--- src/rtl/mac_fx_stream_if.sv ---
// mac_fx_stream_if: operand-pair input stream and result output stream of the
// fixed-point MAC.
// Ports (signals): in_valid/in_ready/in_a/in_b/in_last carry (A,B) pairs in;
//   out_valid/out_ready/out_p/out_sat carry the per-vector result out.
// Modports: slave = the MAC itself, master = the source/sink facing it.
interface mac_fx_stream_if #(
  parameter int DW_I = 32,
  parameter int DW_O = 32
);
  logic            in_valid;
  logic            in_ready;
  logic [DW_I-1:0] in_a;
  logic [DW_I-1:0] in_b;
  logic            in_last;
  logic            out_valid;
  logic            out_ready;
  logic [DW_O-1:0] out_p;
  logic            out_sat;

  modport slave (
    input  in_valid, in_a, in_b, in_last, out_ready,
    output in_ready, out_valid, out_p, out_sat
  );

  modport master (
    output in_valid, in_a, in_b, in_last, out_ready,
    input  in_ready, out_valid, out_p, out_sat
  );
endinterface

--- src/rtl/mac_fx_stream.sv ---
// mac_fx_stream: streaming signed fixed-point dot-product engine. Pairs enter
// through a MUL_LAT-deep multiplier pipeline, products are summed in a
// guard-extended accumulator, and each vector yields one rounded, saturated result.
// Ports: clk, rst_n (synchronous, active-low); bus (slave modport of
//   mac_fx_stream_if: input pair stream + result stream); busy (work in flight).
module mac_fx_stream #(
  parameter int DW_I    = 32,
  parameter int DW_O    = 32,
  parameter int FRAC    = 24,
  parameter int GUARD   = 8,
  parameter int MUL_LAT = 2
) (
  input  logic                  clk,
  input  logic                  rst_n,
  mac_fx_stream_if.slave        bus,
  output logic                  busy
);
  localparam int PW = 2 * DW_I;
  localparam int AW = PW + GUARD;

  // Rounding bias (half an output LSB) and the output range expressed at
  // accumulator width so the saturation compare is a plain signed compare.
  localparam logic signed [AW-1:0] RND   = {{(AW-1){1'b0}}, 1'b1} << (FRAC - 1);
  localparam logic signed [AW-1:0] MAX_R = {{(AW-DW_O+1){1'b0}}, {(DW_O-1){1'b1}}};
  localparam logic signed [AW-1:0] MIN_R = {{(AW-DW_O+1){1'b1}}, {(DW_O-1){1'b0}}};

  typedef enum logic [1:0] {ACC, DRAIN, HOLD} state_t;
  state_t state, state_nxt;

  logic                 accept;
  logic signed [PW-1:0] prod;
  logic [MUL_LAT-1:0]   pv;
  logic [MUL_LAT-1:0]   pl;
  logic signed [PW-1:0] pp [MUL_LAT];
  logic                 pv_o, pl_o;
  logic signed [AW-1:0] acc, acc_sum, acc_rnd, r;
  logic                 mid;      // at least one product of the current vector summed
  logic [DW_O-1:0]      out_p_q, res_p;
  logic                 out_sat_q, res_sat;

  assign accept = bus.in_valid && bus.in_ready;
  assign prod   = $signed(bus.in_a) * $signed(bus.in_b);
  assign pv_o   = pv[MUL_LAT-1];
  assign pl_o   = pl[MUL_LAT-1];

  // Multiplier pipeline: valids are reset, data/last-tag only move.
  always_ff @(posedge clk) begin
    if (!rst_n) begin
      pv <= '0;
    end else begin
      pv[0] <= accept;
      for (int i = 1; i < MUL_LAT; i++) pv[i] <= pv[i-1];
    end
  end

  always_ff @(posedge clk) begin
    pp[0] <= prod;
    pl[0] <= bus.in_last;
    for (int i = 1; i < MUL_LAT; i++) begin
      pp[i] <= pp[i-1];
      pl[i] <= pl[i-1];
    end
  end

  // The first product of a vector replaces the accumulator instead of adding.
  // The result is rounded/saturated from the sum being written, so it is
  // registered in the same edge that absorbs the last product.
  always_comb begin
    acc_sum = {{GUARD{pp[MUL_LAT-1][PW-1]}}, pp[MUL_LAT-1]};
    if (mid) acc_sum = acc + acc_sum;
    acc_rnd = acc_sum + RND;
    r       = acc_rnd >>> FRAC;
    res_p   = r[DW_O-1:0];
    res_sat = 1'b0;
    if (r > MAX_R) begin
      res_p   = MAX_R[DW_O-1:0];
      res_sat = 1'b1;
    end else if (r < MIN_R) begin
      res_p   = MIN_R[DW_O-1:0];
      res_sat = 1'b1;
    end
  end

  always_ff @(posedge clk) begin
    if (!rst_n) begin
      acc       <= '0;
      mid       <= 1'b0;
      out_p_q   <= '0;
      out_sat_q <= 1'b0;
    end else if (pv_o) begin
      acc <= acc_sum;
      mid <= !pl_o;
      if (pl_o) begin
        out_p_q   <= res_p;
        out_sat_q <= res_sat;
      end
    end
  end

  always_ff @(posedge clk) begin
    if (!rst_n) state <= ACC;
    else        state <= state_nxt;
  end

  always_comb begin
    state_nxt = state;
    case (state)
      ACC:     if (accept && bus.in_last) state_nxt = DRAIN;
      DRAIN:   if (pv_o && pl_o)          state_nxt = HOLD;
      HOLD:    if (bus.out_ready)         state_nxt = ACC;
      default:                            state_nxt = ACC;
    endcase
  end

  assign bus.in_ready  = (state == ACC);
  assign bus.out_valid = (state == HOLD);
  assign bus.out_p     = out_p_q;
  assign bus.out_sat   = out_sat_q;
  assign busy          = (state != ACC) || (|pv) || mid;
endmodule

--- src/flat_wrapper.sv ---
// flat-port wrapper written by rule: the top's interface ports become plain ports
module mac_fx_stream_flat 
#(
  parameter int DW_I    = 32,
  parameter int DW_O    = 32,
  parameter int FRAC    = 24,
  parameter int GUARD   = 8,
  parameter int MUL_LAT = 2
)
  (clk, rst_n, busy, bus_in_valid, bus_in_a, bus_in_b, bus_in_last, bus_out_ready, bus_in_ready, bus_out_valid, bus_out_p, bus_out_sat);
  mac_fx_stream_if #(.DW_I(DW_I), .DW_O(DW_O)) bus_i ();
  input  logic clk;
  input  logic rst_n;
  output logic busy;
  input wire logic [$bits(bus_i.in_valid)-1:0] bus_in_valid;
  input wire logic [$bits(bus_i.in_a)-1:0] bus_in_a;
  input wire logic [$bits(bus_i.in_b)-1:0] bus_in_b;
  input wire logic [$bits(bus_i.in_last)-1:0] bus_in_last;
  input wire logic [$bits(bus_i.out_ready)-1:0] bus_out_ready;
  output wire logic [$bits(bus_i.in_ready)-1:0] bus_in_ready;
  output wire logic [$bits(bus_i.out_valid)-1:0] bus_out_valid;
  output wire logic [$bits(bus_i.out_p)-1:0] bus_out_p;
  output wire logic [$bits(bus_i.out_sat)-1:0] bus_out_sat;
  assign bus_i.in_valid = bus_in_valid;
  assign bus_i.in_a = bus_in_a;
  assign bus_i.in_b = bus_in_b;
  assign bus_i.in_last = bus_in_last;
  assign bus_i.out_ready = bus_out_ready;
  assign bus_in_ready = bus_i.in_ready;
  assign bus_out_valid = bus_i.out_valid;
  assign bus_out_p = bus_i.out_p;
  assign bus_out_sat = bus_i.out_sat;
  mac_fx_stream #(.DW_I(DW_I), .DW_O(DW_O), .FRAC(FRAC), .GUARD(GUARD), .MUL_LAT(MUL_LAT)) u_core (.clk(clk), .rst_n(rst_n), .bus(bus_i), .busy(busy));
endmodule
--- config.mk ---
export PLATFORM = sky130hd
export DESIGN_NAME = mac_fx_stream_flat
export DESIGN_NICKNAME = d
export VERILOG_FILES = /design/src/rtl/mac_fx_stream_if.sv /design/src/rtl/mac_fx_stream.sv /design/src/flat_wrapper.sv
export SDC_FILE = /design/constraint.sdc
export NUM_CORES = 2
export LEC_CHECK = 0
export CELL_PAD_IN_SITES_DETAIL_PLACEMENT = 1
export CELL_PAD_IN_SITES_GLOBAL_PLACEMENT = 2
export CORE_UTILIZATION = 42
export DETAILED_ROUTE_END_ITERATION = 10
export GPL_ROUTABILITY_DRIVEN = 0
export HOLD_SLACK_MARGIN = 0.06
export PLACE_DENSITY = 0.93
export SYNTH_ARGS = -nofsm -noshare
export SYNTH_HDL_FRONTEND = slang
export SYNTH_SLANG_ARGS = --single-unit
--- constraint.sdc ---
create_clock -name clk -period 10.78 [get_ports clk]
set_input_delay 2.156 -clock clk [delete_from_list [all_inputs] [get_ports clk]]
set_output_delay 2.156 -clock clk [all_outputs]
set_load 0.05 [all_outputs]
Word-level counts from Yosys, hierarchy flattened
Memories as Yosys holds them, arrays and structs flattened.
Cells that the tools add are included.
{"block": "word_totals", "ff_bits": 112, "latchBits": 0, "ramBits": 128, "romBits": 0, "in_bits": 69, "output_inout_bits": 36, "wordCells": 38, "mem_count": 1}
{"name": "u_core.pp", "words": 2, "width": 64, "rd": 2, "rd_ports_with_merged_regs": 0, "write_ports": 2, "line": "mac_fx_stream.sv:34", "rtl": "logic signed [PW-1:0] pp [MUL_LAT];"}
{"block": "op_classes", "addsub": 2, "multipliers": 1, "n_div": 0, "magnitude_cmp": 2, "n_eq_ne": 5, "shift": 0, "n_mux": 9, "bitwise_logic": 0, "reduce_logical": 11}
{"op": "$add 72x25->72 const B", "n": 1}
{"op": "$add 72x64->72", "n": 1}
{"op": "$mux 72", "n": 1}
{"op": "$mul 32x32->64", "n": 1}
{"op": "$mux 32", "n": 2}
{"op": "$gt 48x32->1 const B", "n": 1}
{"op": "$lt 48x32->1 const B", "n": 1}
{"op": "$mux 2", "n": 3}
{"op": "$pmux 2 s3", "n": 1}
{"op": "$ne 2x2->1 const B", "n": 2}
{"op": "$logic_and 1x1->1", "n": 3}
{"op": "$reduce_and 3->1", "n": 1}
{"op": "$eq 2x1->1 const B", "n": 1}
{"op": "$eq 2x2->1 const B", "n": 1}
{"op": "$logic_not 2->1", "n": 1}
{"op": "$logic_or 1x1->1", "n": 2}
{"op": "$mux 1", "n": 2}
{"op": "$ne 2x1->1 const B", "n": 1}
{"op": "$reduce_and 2->1", "n": 1}
{"op": "$reduce_bool 2->1", "n": 1}
{"op": "$reduce_or 2->1", "n": 1}
{"op": "$logic_not 1->1", "n": 1}

Depth between registers and ports, before layout
{"block": "logic_depth", "depth_word": 6, "depth_mapped": 33, "ltp_nobuf": 32}

Worst setup path after synthesis
No wires, ideal clock.
{"block": "synth_path", "path_type": "input to register", "start": "input bus_in_a[18]", "end": "memory u_core.pp[0][63] in the netlist's numbering", "setup_time_ns": 0.072, "arrival_time_ns": 9.501, "t_required_ns": 10.708, "slack_ns": 1.207, "cell_stages": 30, "path_buffers": 1, "cell_sequence": "clkbuf_1 -> nand2_1 -> fa_1 -> fa_1 -> fa_1 -> fa_1 -> inv_1 -> fa_1 -> fa_1 -> fa_1 -> inv_1 -> fa_1 -> inv_1 -> ha_1 -> nand3_1 -> nor3_1 -> nand3_1 -> a311oi_1 -> a2111oi_0 -> o21ai_0 -> a21oi_1 -> and2_1 -> o31ai_1 -> a21oi_1 -> a21oi_1 -> a41oi_1 -> a21oi_1 -> a21oi_1 -> o21ai_0 -> xnor2_1"}
{"item": "from (decl)", "line": "flat_wrapper.sv:16", "rtl": "input wire logic [$bits(bus_i.in_a)-1:0] bus_in_a;"}
{"item": "to (decl)", "line": "mac_fx_stream.sv:34"}

==> flow_results.xml <==
<?xml version="1.0" encoding="UTF-8"?>
<metrics>
  <group name="yosys">
    <metric name="postSynthCellCount" unit="">5459</metric>
    <metric name="synth_sequential_area_ratio" unit="%">9.692</metric>
    <metric name="postSynthAreaPerCell" unit="µm²">9.081</metric>
    <metric name="synth.lib_cells_used.distinct" unit="">94</metric>
    <metric name="syn-num-nets" unit="">6867</metric>
    <metric name="synthDominantAreaCellType" unit="">fa_1</metric>
    <metric name="ys_warn_count" unit="">0</metric>
    <metric name="synth_seq_cells" unit="">240</metric>
    <metric name="asyncSetResetFlopFracSynth" unit="%">0</metric>
    <metric name="synth_edf_count" unit="">0</metric>
    <metric name="syn-cell-area" unit="µm²">49570</metric>
    <metric name="ys_top_cells_by_area" unit="">fa_1 (44%), dfxtp_1 (9.7%), inv_1 (7.5%)</metric>
    <metric name="post-synth-top-area-fraction" unit="%">43.73</metric>
    <metric name="ys.flop_type" unit="">dfxtp_1</metric>
  </group>
  <group name="timing">
    <metric name="max-slew-margin-rel" unit="%">30.38</metric>
    <metric name="timing.final.setup_violations" unit="">0</metric>
    <metric name="post-route-period-util" unit="%">95.47</metric>
    <metric name="measured_slew_at_the_worst_slew_check_pin" unit="ps">1044</metric>
    <metric name="min_period" unit="ps">10290</metric>
    <metric name="fmaxAchievable" unit="MHz">97.17</metric>
    <metric name="setup_skew" unit="ps">14.57</metric>
    <metric name="maxSlewViolCount" unit="">0</metric>
    <metric name="postLayoutSetupSlackWorst" unit="ps">488.5</metric>
    <metric name="timing.final.hold_violations" unit="">0</metric>
    <metric name="rsz0062_at_grt" unit="">no</metric>
  </group>
  <group name="worst_setup_path">
    <metric name="worst_path_buffer_plus_inverter_count" unit="">6</metric>
    <metric name="worst-r2r-setup-slack" unit="ps">4150</metric>
    <metric name="critical_path.reg2reg.startpoint" unit="">u_core.pp[0][88]</metric>
    <metric name="worstSetupStartpointType" unit="">input pin</metric>
    <metric name="worst-path-max-fanout" unit="">22</metric>
    <metric name="timing.critical_path.slowest_cell_delay" unit="ps">610</metric>
    <metric name="regToRegEndpoint" unit="">u_core.bus.out_p[6]</metric>
    <metric name="cp_slowest_cell" unit="">fa_1</metric>
    <metric name="worstSetupPathType" unit="">in -&gt; reg</metric>
    <metric name="worst_path_dominant_cell_family" unit="">adder cells</metric>
    <metric name="required" unit="ps">11220</metric>
    <metric name="critical_path.endpoint_type" unit="">register</metric>
    <metric name="cp_data_arrival_time" unit="ps">10730</metric>
    <metric name="critical_path.most_common_cell" unit="">fa_1</metric>
    <metric name="reg2regPathDepth" unit="">18</metric>
  </group>
  <group name="cts">
    <metric name="hold_buffers" unit="">0</metric>
    <metric name="cts.reportedPaths.clkPinSlew" unit="ps">70</metric>
    <metric name="root_buffer" unit="">clkbuf_16</metric>
    <metric name="post_cts.resized_instances" unit="">0</metric>
    <metric name="post-cts-setup-buffers" unit="">0</metric>
    <metric name="cts_buffers" unit="">26</metric>
    <metric name="clk-insertion-delay-late" unit="ps">560</metric>
    <metric name="htree_num_levels" unit="">1</metric>
    <metric name="clock-sinks" unit="">240</metric>
    <metric name="cts_tree" unit="">built</metric>
    <metric name="cts_max_path_buffers" unit="">3</metric>
  </group>
  <group name="final_layout">
    <metric name="layout-area-overhead-vs-synth" unit="%">9.348</metric>
    <metric name="final_cell_mix" unit="">fa_1 (1083), inv_1 (995), nand2_1 (638)</metric>
    <metric name="finalNetCount" unit="">6906</metric>
    <metric name="num_antenna_cells" unit="">0</metric>
    <metric name="drive_gt1_share" unit="%">6.217</metric>
    <metric name="layout_commonest_cell" unit="">fa_1</metric>
    <metric name="finish.utilization" unit="%">46.46</metric>
  </group>
  <group name="routing">
    <metric name="antenna_violating_nets_post_route" unit="">0</metric>
    <metric name="wl_per_cell" unit="µm">21.80</metric>
    <metric name="drt_iter0_drc" unit="">2076</metric>
    <metric name="routed_via_density" unit="">5.472</metric>
    <metric name="drcViolationCount" unit="">0</metric>
    <metric name="vias" unit="">38530</metric>
    <metric name="drt_pass1_iterations" unit="">8</metric>
    <metric name="postRouteWirelength" unit="mm">153.5</metric>
  </group>
  <group name="placed_design">
    <metric name="place_worst_setup_slack" unit="ps">-271.7</metric>
    <metric name="buffer_ports.inserted" unit="">104</metric>
    <metric name="detailed_place_hpwl" unit="mm">128.4</metric>
  </group>
  <group name="floorplanning">
    <metric name="die_y" unit="µm">345.6</metric>
    <metric name="floorplan.initialDensity" unit="%">42.49</metric>
    <metric name="num_rows" unit="">125</metric>
    <metric name="pin_count" unit="">105</metric>
    <metric name="fp.dieW" unit="µm">345.6</metric>
    <metric name="core" unit="µm²">116700</metric>
    <metric name="dieArea" unit="µm²">119400</metric>
  </group>
  <group name="run">
    <metric name="max_cap_violations" unit="">0</metric>
  </group>
  <group name="status">
    <metric name="run_status" unit="">finished clean</metric>
  </group>
  <group name="min_path">
    <metric name="worstHoldPathCells" unit="">0</metric>
    <metric name="hold_path_class" unit="">reg -&gt; reg</metric>
    <metric name="min_from" unit="">u_core.pp[0][40]</metric>
    <metric name="hold-path-endpoint" unit="">u_core.pp[0][104]</metric>
  </group>
  <group name="global_route">
    <metric name="first_global_vias" unit="">44290</metric>
    <metric name="number_of_antenna_violations_at_the_first_check_in_global_routing" unit="">1</metric>
    <metric name="grt_use_total" unit="%">26.14</metric>
    <metric name="grt.overflow.total" unit="">0</metric>
    <metric name="pin_count_of_the_biggest_net_entering_global_routing" unit="">87</metric>
    <metric name="wire_length_of_the_first_global_routing_pass" unit="mm">246.7</metric>
  </group>
</metrics>
per-stage QoR:
step,hold slack [ps],setup TNS [ps],cell area (µm²),cells
2_1_floorplan,309.6,0,49570,5459
6_report,316.4,0,54210,7041
5_1_grt,329.6,0,54210,7041
4_1_cts,320.1,0,54200,7041
3_5_place_dp,313.5,-925.5,53310,6994
3_3_place_gp,309.9,-161.7,53310,6994
synthesized netlist by cell type, types with 18 or more instances:
library cell     n
mux2i_1         48
a211oi_1        67
a31oi_1         23
dfxtp_1        240
xnor2_1        101
nand2_2         29
a21oi_1        188
o21bai_1        24
buf_2           20
a21o_1          74
o21ai_0        132
o21a_1          23
nor2_1         203
nand2b_1        44
and3_1          25
or3_1           24
ha_1           256
nand4_1         45
a21oi_2         30
nor2b_1         24
a211o_1         18
nand3_1         47
and2_1         510
xor2_1          40
nor3_1          45
fa_1          1083
nand2_1        638
inv_1          996
clkbuf_1       257
flip-flops by register name, indices dropped and copies added (netlist names):
register,count
u_core.acc,72
u_core.pl,2
u_core.mid,1
u_core.bus.out_sat,1
u_core.pv,2
u_core.pp,128
u_core.state,2
u_core.bus.out_p,32
routing by layer:
layer	up-vias	track usage [%]	part of all wire, %
li1	16870	-	-
met1	20180	34.71	42
met2	1217	45.03	49
met3	265	3.098	6.2
met4	2	6.970	2.7
met5	-	0	0.0052
worst max-delay path by stage:
stage,start,endpoint,depth (start not counted)
after floorplan,bus_in_a[18],u_core.pp[0][63],30
after global placement,bus_in_b[6],u_core.pp[0][63],34
after CTS,bus_in_a[9],u_core.pp[0][63],33
after detailed placement,bus_in_a[9],u_core.pp[0][63],33
after global routing,bus_in_b[8],u_core.pp[0][63],31
final,bus_in_b[8],u_core.pp[0][59],31
kinds of logic (layout without fill, tap and decap cells):
kind of cell             after synthesis  in the layout  synth area share, %
AO/OA/AOI/OAI                        694            694                9.391
XOR/XNOR                             142            142                2.537
adder cells (fa/ha/maj)             1339           1339                50.20
buffers and inverters               1288           1346                9.879
flip-flops                           240            240                9.692
multiplexers                          49             49               0.9919
AND/OR/NAND/NOR                     1707           1707                17.31
area by class of cell:
type | instances | area [µm²]
clock inverters | 17 | 185.2
repair buffers | 302 | 2968
clock buffers | 30 | 708.2
fillers | 13450 | 62470
flip-flops and latches | 240 | 4812
well taps | 1524 | 1907
inverters | 997 | 3742
multi-input cells | 3931 | 39890
worst register-to-register path, stage by stage, from the launching register on:
cell and delay [ps]:
dfxtp_1 430, ha_1 370, a21o_1 240, a21oi_1 140, o21ai_0 210, nor3_1 590, a21oi_1 330, o211ai_1 650
o31ai_1 270, or4_4 490, or4_1 680, nor3_1 440, o21ai_0 150, o32ai_1 260, o2111ai_1 210, o41ai_4 320
buf_4 460, nand3_1 160, a21oi_1 150
Power is left out: the tool's default activity adds up to more than one toggle a clock period on the data nets, which glitch-free logic cannot reach.
